`src/rtl/stopwatch_ctrl.sv`:
```
// stopwatch_ctrl: stopwatch FSM (idle/run/lap/stopped), tick prescaler and BCD mm:ss.cc count with lap snapshot
// Ports: clk/reset (async, active-high); start_stop_pulse, lap_reset_pulse are one-cycle button events;
// running/lap_active decode the state; cs_bcd/sec_bcd/min_bcd show the snapshot in LAP, else the live count;
// wrap pulses for one cycle after the live count rolls 59:59.99 -> 00:00.00.
module stopwatch_ctrl #(
  parameter int TICK_DIV = 1_000_000
) (
  input  logic       clk,
  input  logic       reset,
  input  logic       start_stop_pulse,
  input  logic       lap_reset_pulse,
  output logic       running,
  output logic       lap_active,
  output logic [7:0] cs_bcd,
  output logic [7:0] sec_bcd,
  output logic [7:0] min_bcd,
  output logic       wrap
);
  localparam int PW = $clog2(TICK_DIV);
  typedef enum logic [1:0] {IDLE, RUN, LAP, STOPPED} state_t;
  state_t state, state_n;
  logic [PW-1:0] presc;
  logic [7:0] cs_q, sec_q, min_q, cs_s, sec_s, min_s, cs_n, sec_n, min_n;
  logic tick, cs_c, sec_c, min_c, clear, capture;
  function automatic logic [7:0] bcd_inc(input logic [7:0] v);
    return v[3:0] == 4'd9 ? {v[7:4] + 4'd1, 4'd0} : v + 8'd1;
  endfunction
  always_comb begin
    state_n = state;
    unique case (state)
      IDLE:    state_n = start_stop_pulse ? RUN : IDLE;
      RUN:     state_n = start_stop_pulse ? STOPPED : lap_reset_pulse ? LAP : RUN;
      LAP:     state_n = start_stop_pulse ? STOPPED : lap_reset_pulse ? RUN : LAP;
      default: state_n = start_stop_pulse ? RUN : lap_reset_pulse ? IDLE : STOPPED;
    endcase
  end
  assign running    = state == RUN || state == LAP;
  assign lap_active = state == LAP;
  assign tick       = running && presc == PW'(TICK_DIV - 1);
  assign clear      = state == STOPPED && state_n == IDLE;
  assign capture    = state == RUN && state_n == LAP;
  assign cs_c       = cs_q == 8'h99;
  assign sec_c      = sec_q == 8'h59;
  assign min_c      = min_q == 8'h59;
  assign cs_n       = cs_c ? 8'h00 : bcd_inc(cs_q);
  assign sec_n      = cs_c ? (sec_c ? 8'h00 : bcd_inc(sec_q)) : sec_q;
  assign min_n      = cs_c && sec_c ? (min_c ? 8'h00 : bcd_inc(min_q)) : min_q;
  always_ff @(posedge clk or posedge reset) begin
    if (reset) begin
      state <= IDLE;
      presc <= '0;
      {min_q, sec_q, cs_q} <= '0;
      {min_s, sec_s, cs_s} <= '0;
      wrap  <= 1'b0;
    end else begin
      state <= state_n;
      wrap  <= tick && cs_c && sec_c && min_c;
      if (clear) begin
        presc <= '0;
        {min_q, sec_q, cs_q} <= '0;
      end else if (running) begin
        presc <= tick ? '0 : presc + 1'b1;
        if (tick) {min_q, sec_q, cs_q} <= {min_n, sec_n, cs_n};
      end
      // snapshot takes the pre-edge count, so a coincident tick lands only in the live count
      if (capture) {min_s, sec_s, cs_s} <= {min_q, sec_q, cs_q};
    end
  end
  assign cs_bcd  = lap_active ? cs_s : cs_q;
  assign sec_bcd = lap_active ? sec_s : sec_q;
  assign min_bcd = lap_active ? min_s : min_q;
endmodule

```
`config.mk`:
```
export PLATFORM = sky130hd
export DESIGN_NAME = stopwatch_ctrl
export DESIGN_NICKNAME = d
export VERILOG_FILES = /design/src/rtl/stopwatch_ctrl.sv
export SDC_FILE = /design/constraint.sdc
export NUM_CORES = 1
export LEC_CHECK = 0
export ABC_AREA = 1
export CAP_MARGIN = 15
export CORE_UTILIZATION = 40
export CTS_BUF_LIST = sky130_fd_sc_hd__clkbuf_16
export DETAILED_ROUTE_END_ITERATION = 16
export GPL_TIMING_DRIVEN = 0
export HOLD_SLACK_MARGIN = 0.02
export PLACE_DENSITY = 0.65
export SLEW_MARGIN = 20
export SYNTH_ARGS = -nofsm -noshare
export SYNTH_HDL_FRONTEND = slang
export SYNTH_SLANG_ARGS = --single-unit
```
`constraint.sdc`:
```
create_clock -name clk -period 6.5 [get_ports clk]
set_input_delay 1.3 -clock clk [delete_from_list [all_inputs] [get_ports clk]]
set_output_delay 1.3 -clock clk [all_outputs]
set_load 0.02 [all_outputs]
```
======== Yosys cells after proc, flatten, opt, wreduce, memory -nomap -nowiden ========
Index checks and enable logic that the tools add are counted.
word-level totals
  RAM bits ................................ 0
  word-level logic and storage cells ...... 75
  latch bits .............................. 0
  ROM bits ................................ 0
  output and inout port bits .............. 27
  flip-flop bits (word level) ............. 71
  input port bits ......................... 4
  memories ................................ 0
cells by class
  reductions and logical operators ........ 17
  equal/unequal tests ..................... 11
  bitwise logic cells ..................... 0
  shift-type cells ........................ 0
  $mul .................................... 0
  divide/modulo/power cells ............... 0
  $add $sub $neg .......................... 7
  muxes and demuxes ....................... 31
  order comparisons ....................... 0
operators by type and width
  kind                     number
  $mux W8                  20
  $mux W20                 3
  $add A8 B1 Y8 const B    3
  $add A20 B1 Y20 const B  1
  $eq A20 B20 Y1 const B   1
  $eq A8 B7 Y1 const B     2
  $add A4 B1 Y4 const B    3
  $eq A4 B4 Y1 const B     3
  $mux W2                  6
  $eq A8 B8 Y1 const B     1
  $reduce_bool A2 Y1       4
  $logic_and A1 B1 Y1      7
  $eq A2 B2 Y1 const B     3
  $pmux W2 S3              1
  $reduce_and A3 Y1        2
  $logic_not A2 Y1         2
  $eq A2 B1 Y1 const B     1
  $reduce_and A2 Y1        1
  $logic_or A1 B1 Y1       1
  $mux W1                  1

======== Logic depth before layout (Yosys ltp) ========
Gate-level depths: netlist (run 1).
  depth in word-level cells ............... 7
  gate-level depth with buffers ........... 12
  gate-level depth less buffers ........... 12

======== Worst setup path after synthesis (run 1) ========
OpenSTA, ideal clock, no wires.
  path type ............................... flip-flop to output port
  from .................................... register state[0]
  to ...................................... output cs_bcd[4]
  required time ........................... 5200 ps
  arrival time ............................ 1659 ps
  slack ................................... 3541 ps
  stages on the path, launching flop included .. 7
  path buffers ............................ 2
  cell sequence ........................... dfrtp_1 > inv_1 > ha_1 > clkbuf_1 > clkbuf_1 > nand2_1 > o21ai_0
on the way
  word-level cells in the longest chain between the ends .. 2
ends and longest elaborated chain
  item                      line  text
  start: declaration        21    state_t state, state_n;
  start signal: assignment  56    state <= state_n;
  $eq A2 B2 Y1              38    assign lap_active = state == LAP;
  net lap_active            13    output logic lap_active,
  $mux W8                   69    assign cs_bcd = lap_active ? cs_s : cs_q;
  end: declaration          14    output logic [7:0] cs_bcd,
The timed path passes the listed nets, and every way through them passes these cells.

======== Worst setup path after layout (run 1) ========
  from .................................... register state[0]
  to ...................................... output min_bcd[3]
on the way
  word-level cells in the longest chain between the ends .. 2
ends and longest elaborated chain
  item              line  text
  $eq A2 B2 Y1      38
  $mux W8           71    assign min_bcd = lap_active ? min_s : min_q;
  end: declaration  16    output logic [7:0] min_bcd,
No other way between the ends.

==> flow_summary.toml, run 1 <==
[timing]
final.period_utilization_pct = 63.2
rsz0062_at_grt = "no"
setup_viol_count_final = 0
tns_ns = 0
worst_hold_slack_ns = 0.484
worst_slew_pin_slew_ns = 0.493
report.final.hold_viol_count = 0
max_freq_mhz = 243
finClkSkew_ns = 0.00641
timing.max_slew.rel_slack_pct = 67.1
finalWorstPathRequiredPeriod_ns = 4.11
report.final.slew_viol_count = 0

[power]
power.share.switching_pct = 43.3
share_seq_of_total_power_pct = 32.9
power_report.internal_total_uw = 1100
comb_power_share_pct = 44.5
total_switching_power_uw = 837
p_leak_uw = 0.00250
power.density_cell_area_mw_per_mm2 = 359
vdd_drop_max_mv = 0.222
power.share.clock_pct = 22.6

[worst_setup_path]
worst-r2r-cell-count = 9
critical_path_end_type = "output pin"
critical-path-top-cell-by-count = "sky130_fd_sc_hd__clkbuf_1"
worst-endpoint-arrival_ns = 2.81
timing.setup.critical_path_class = "flip-flop to output pin"
critical_path.startpoint_type = "flip-flop"
worstPathBufferInverterCount = 4
setup.reg_to_reg.worst_slack_ns = 4.34
cpMaxStageDelayCell = "sky130_fd_sc_hd__clkdlybuf4s50_1"
cell_family_with_the_largest_share_of_critical_path_delay = "buffers and inverters"
rr_startpoint = "state[0]"
worstPathCellList = "inv_1 -> ha_1 -> clkbuf_1 -> clkbuf_1 -> nand2_1 -> o21ai_0 -> clkdlybuf4s50_1"
critPathMaxStageDelay_ns = 0.64
endpoint_of_the_most_critical_setup_path = "min_bcd[3]"
critical_path_cell_count = 7
required_ns = 5.20
reg2reg_to = "presc[2]"
worstSetupStartpoint = "state[0]"
largest_driver_fanout_on_the_critical_path = 10

[grt]
initial_antenna_violation_count = 0
first_global_vias = 4091
global_route.overflow_total = 0
grt_pass1_wl_microns = 19200
groute.usage.overall_pct = 20.9
grt_start_max_net_pins = 42

[route]
detail_route.drc_violations = 0
post_detailed_routing_wire_length_microns = 11500
ant_nets = 0
drt_first_pass_iters = 4
vias = 4306
wire_per_inst_microns = 13.9
via_to_cell_ratio = 5.19
detail_route.iter0.violations = 266

[cts]
cts-root-buf = "sky130_fd_sc_hd__clkbuf_16"
cts_tree = "yes"
cts.sinks = 71
post_cts_hold_buffer_count = 0
clock_insertion_delay_worst_skew_ns = 0.34
cts.clk_slew.worst_paths_ns = 0.06
post_cts.repair.setup_buffers = 0
cts.repair.resized = 0
cts_buffer_depth = 2
ctsHtreeMaxLevel = 3
cts_inserted_buffers = 9

[place]
gp_congestion = 0.889
detailed_place.area_sq_mm = 0.00512
hpwl_microns = 8450
io_buffer_count = 30

[layout]
fill_cells = 1104
seq_area_sq_mm = 0.00178
multi_input_comb_area_sq_mm = 0.00249
final_net_count = 706
antennaDiodeCount = 0
layout-area-overhead-vs-synth_pct = 16.4
drive_gt1_share_pct = 6.97
fin_area_sq_mm = 0.00538

[yosys]
yosysUniqueCellTypes = 36
ys.flop_type = "sky130_fd_sc_hd__dfrtp_1"
postSynthRegisterBits = 71
post_synth_main_area_contributors = "sky130_fd_sc_hd__dfrtp_1, sky130_fd_sc_hd__nand2_1, sky130_fd_sc_hd__o21ai_0, sky130_fd_sc_hd__nand3_1, sky130_fd_sc_hd__ha_1"
synth_common_cells = "sky130_fd_sc_hd__nand2_1, sky130_fd_sc_hd__o21ai_0, sky130_fd_sc_hd__dfrtp_1"
synthDominantCellAreaShare_pct = 38.4
syn-cell-area_sq_mm = 0.00462
ys.warnings.count = 0
post_synth_edffs = 0
post-synth-top-count-cell = "sky130_fd_sc_hd__nand2_1"
synth.avg_cell_area_sq_um = 7.20
synth_area_leader_cell = "sky130_fd_sc_hd__dfrtp_1"
postSynthNetCount = 664
async_set_or_reset_flop_fraction_in_the_synthesized_netlist_pct = 100
sequential_fraction_of_the_synthesis_area_pct = 38.4
synthCells = 642

[floorplan]
initial_core_util_pct = 41.9
overall_die_height_microns = 109
placeableCoreArea_sq_mm = 0.0110
fp.dieW_microns = 109
dieArea_sq_mm = 0.0120
num_io_pins = 31
floorplan.rows = 38

[run_status]
status = "completed"

[worst_hold_path]
timing.hold.worst.class = "flip-flop to flip-flop"

[run]
maxCapViolCount = 0
[layout by cell type, fill, tap and decap left out, drive strengths merged, types with 7 or more instances in the layout]
master and instances:
nand4 23, dfrtp 71, inv 67, nor3 7, nand3 58, o21ai 76
nand2 199, xor2 16, buf 14, nor2 60, clkdlybuf4s50 30, o211ai 8
clkbuf 18, ha 18
[stage by stage]
stage                     util [%]  setup slack [ns]  cells  total power (uW)
after global placement        46.2              2.09    812              1480
after detailed placement      46.4              2.81    813              1500
after CTS                     48.8              2.42    829              1940
final                         48.8              2.39    829              1930
after global routing          48.8              2.23    829              2070
after floorplan                  -              3.40    642              1200
[power groups by stage]
stage | Clock (uW) | Combinational (uW) | Sequential, uW
after floorplan | 0 | 588 | 616
after global placement | 0 | 841 | 637
after detailed placement | 0 | 858 | 642
after CTS | 446 | 864 | 635
after global routing | 465 | 956 | 651
final | 438 | 859 | 636
[worst reg2reg max path: stages, from the launching register on]
cell and delay [ns]:
sky130_fd_sc_hd__dfrtp_1 0.39, sky130_fd_sc_hd__inv_1 0.08, sky130_fd_sc_hd__ha_1 0.31, sky130_fd_sc_hd__o21ai_1 0.25, sky130_fd_sc_hd__nand3_1 0.13, sky130_fd_sc_hd__nor2_1 0.39
sky130_fd_sc_hd__nor2_1 0.13, sky130_fd_sc_hd__buf_2 0.21, sky130_fd_sc_hd__nand2_1 0.08, sky130_fd_sc_hd__o31ai_1 0.07
[sequential cells by signal (all words and copies together) (netlist names)]
| register | count |
|---|---|
| cs_q | 8 |
| cs_s | 8 |
| min_q | 8 |
| min_s | 8 |
| presc | 20 |
| sec_q | 8 |
| sec_s | 8 |
| state | 2 |
| wrap | 1 |
[per-layer routing]
layer	up-vias	routed length, microns	global-route usage, %
met5	-	0	0
met1	2013	5450	26.8
met3	20	443	2.90
met4	0	281	10.8
li1	2178	-	-
met2	95	5370	34.3
[worst min path at each step]
stage | from | to | slack [ns] | cells past startpoint
CTS | cs_s[1] | cs_s[1] | 0.49 | 2
finish | sec_s[6] | sec_s[6] | 0.48 | 2
floorplan | cs_s[0] | cs_s[0] | 0.45 | 2
global route | sec_s[4] | sec_s[4] | 0.51 | 2
global placement | min_s[2] | min_s[2] | 0.46 | 2
detailed placement | sec_s[6] | sec_s[6] | 0.47 | 2
[logic make-up after synthesis]
kind of cell / share of synthesized area, %
xor gates and xnor gates: 3.98
and+or+nand+nor: 33.6
DFF: 38.4
muxes: 0.433
buffers and inverters: 7.72
AOI/OAI and AO/OA: 11.0
adders and majority gates: 4.87
[layout make-up]
class	instances	share of cell area, %
sequential	71	33.0
tap	140	3.26
clock buffer	9	4.19
timing repair buffer	31	5.96
clock inverter	7	0.605
multi-input combinational	483	46.3
inverter	66	4.70
buffer	22	1.98
(Power assumes the default switching activity.)
==> inputs of run 2 (changes only) <==
==> constraint.sdc (replaced) <==
create_clock -name clk -period 3.8 [get_ports clk]
set_input_delay 0.76 -clock clk [delete_from_list [all_inputs] [get_ports clk]]
set_output_delay 0.76 -clock clk [all_outputs]
set_load 0.02 [all_outputs]
==> results of run 2 <==
The final DEF is identical to that of run 1. Status: completed.
Among the figures that moved: setup slack after placement 2.81 ns -> 0.648 ns; setup slack after layout 2.39 ns -> 0.231 ns; register-to-register setup slack 4.34 ns -> 1.64 ns; total power 1930 uW -> 3310 uW; worst IR drop on VDD 0.222 mV -> 0.380 mV
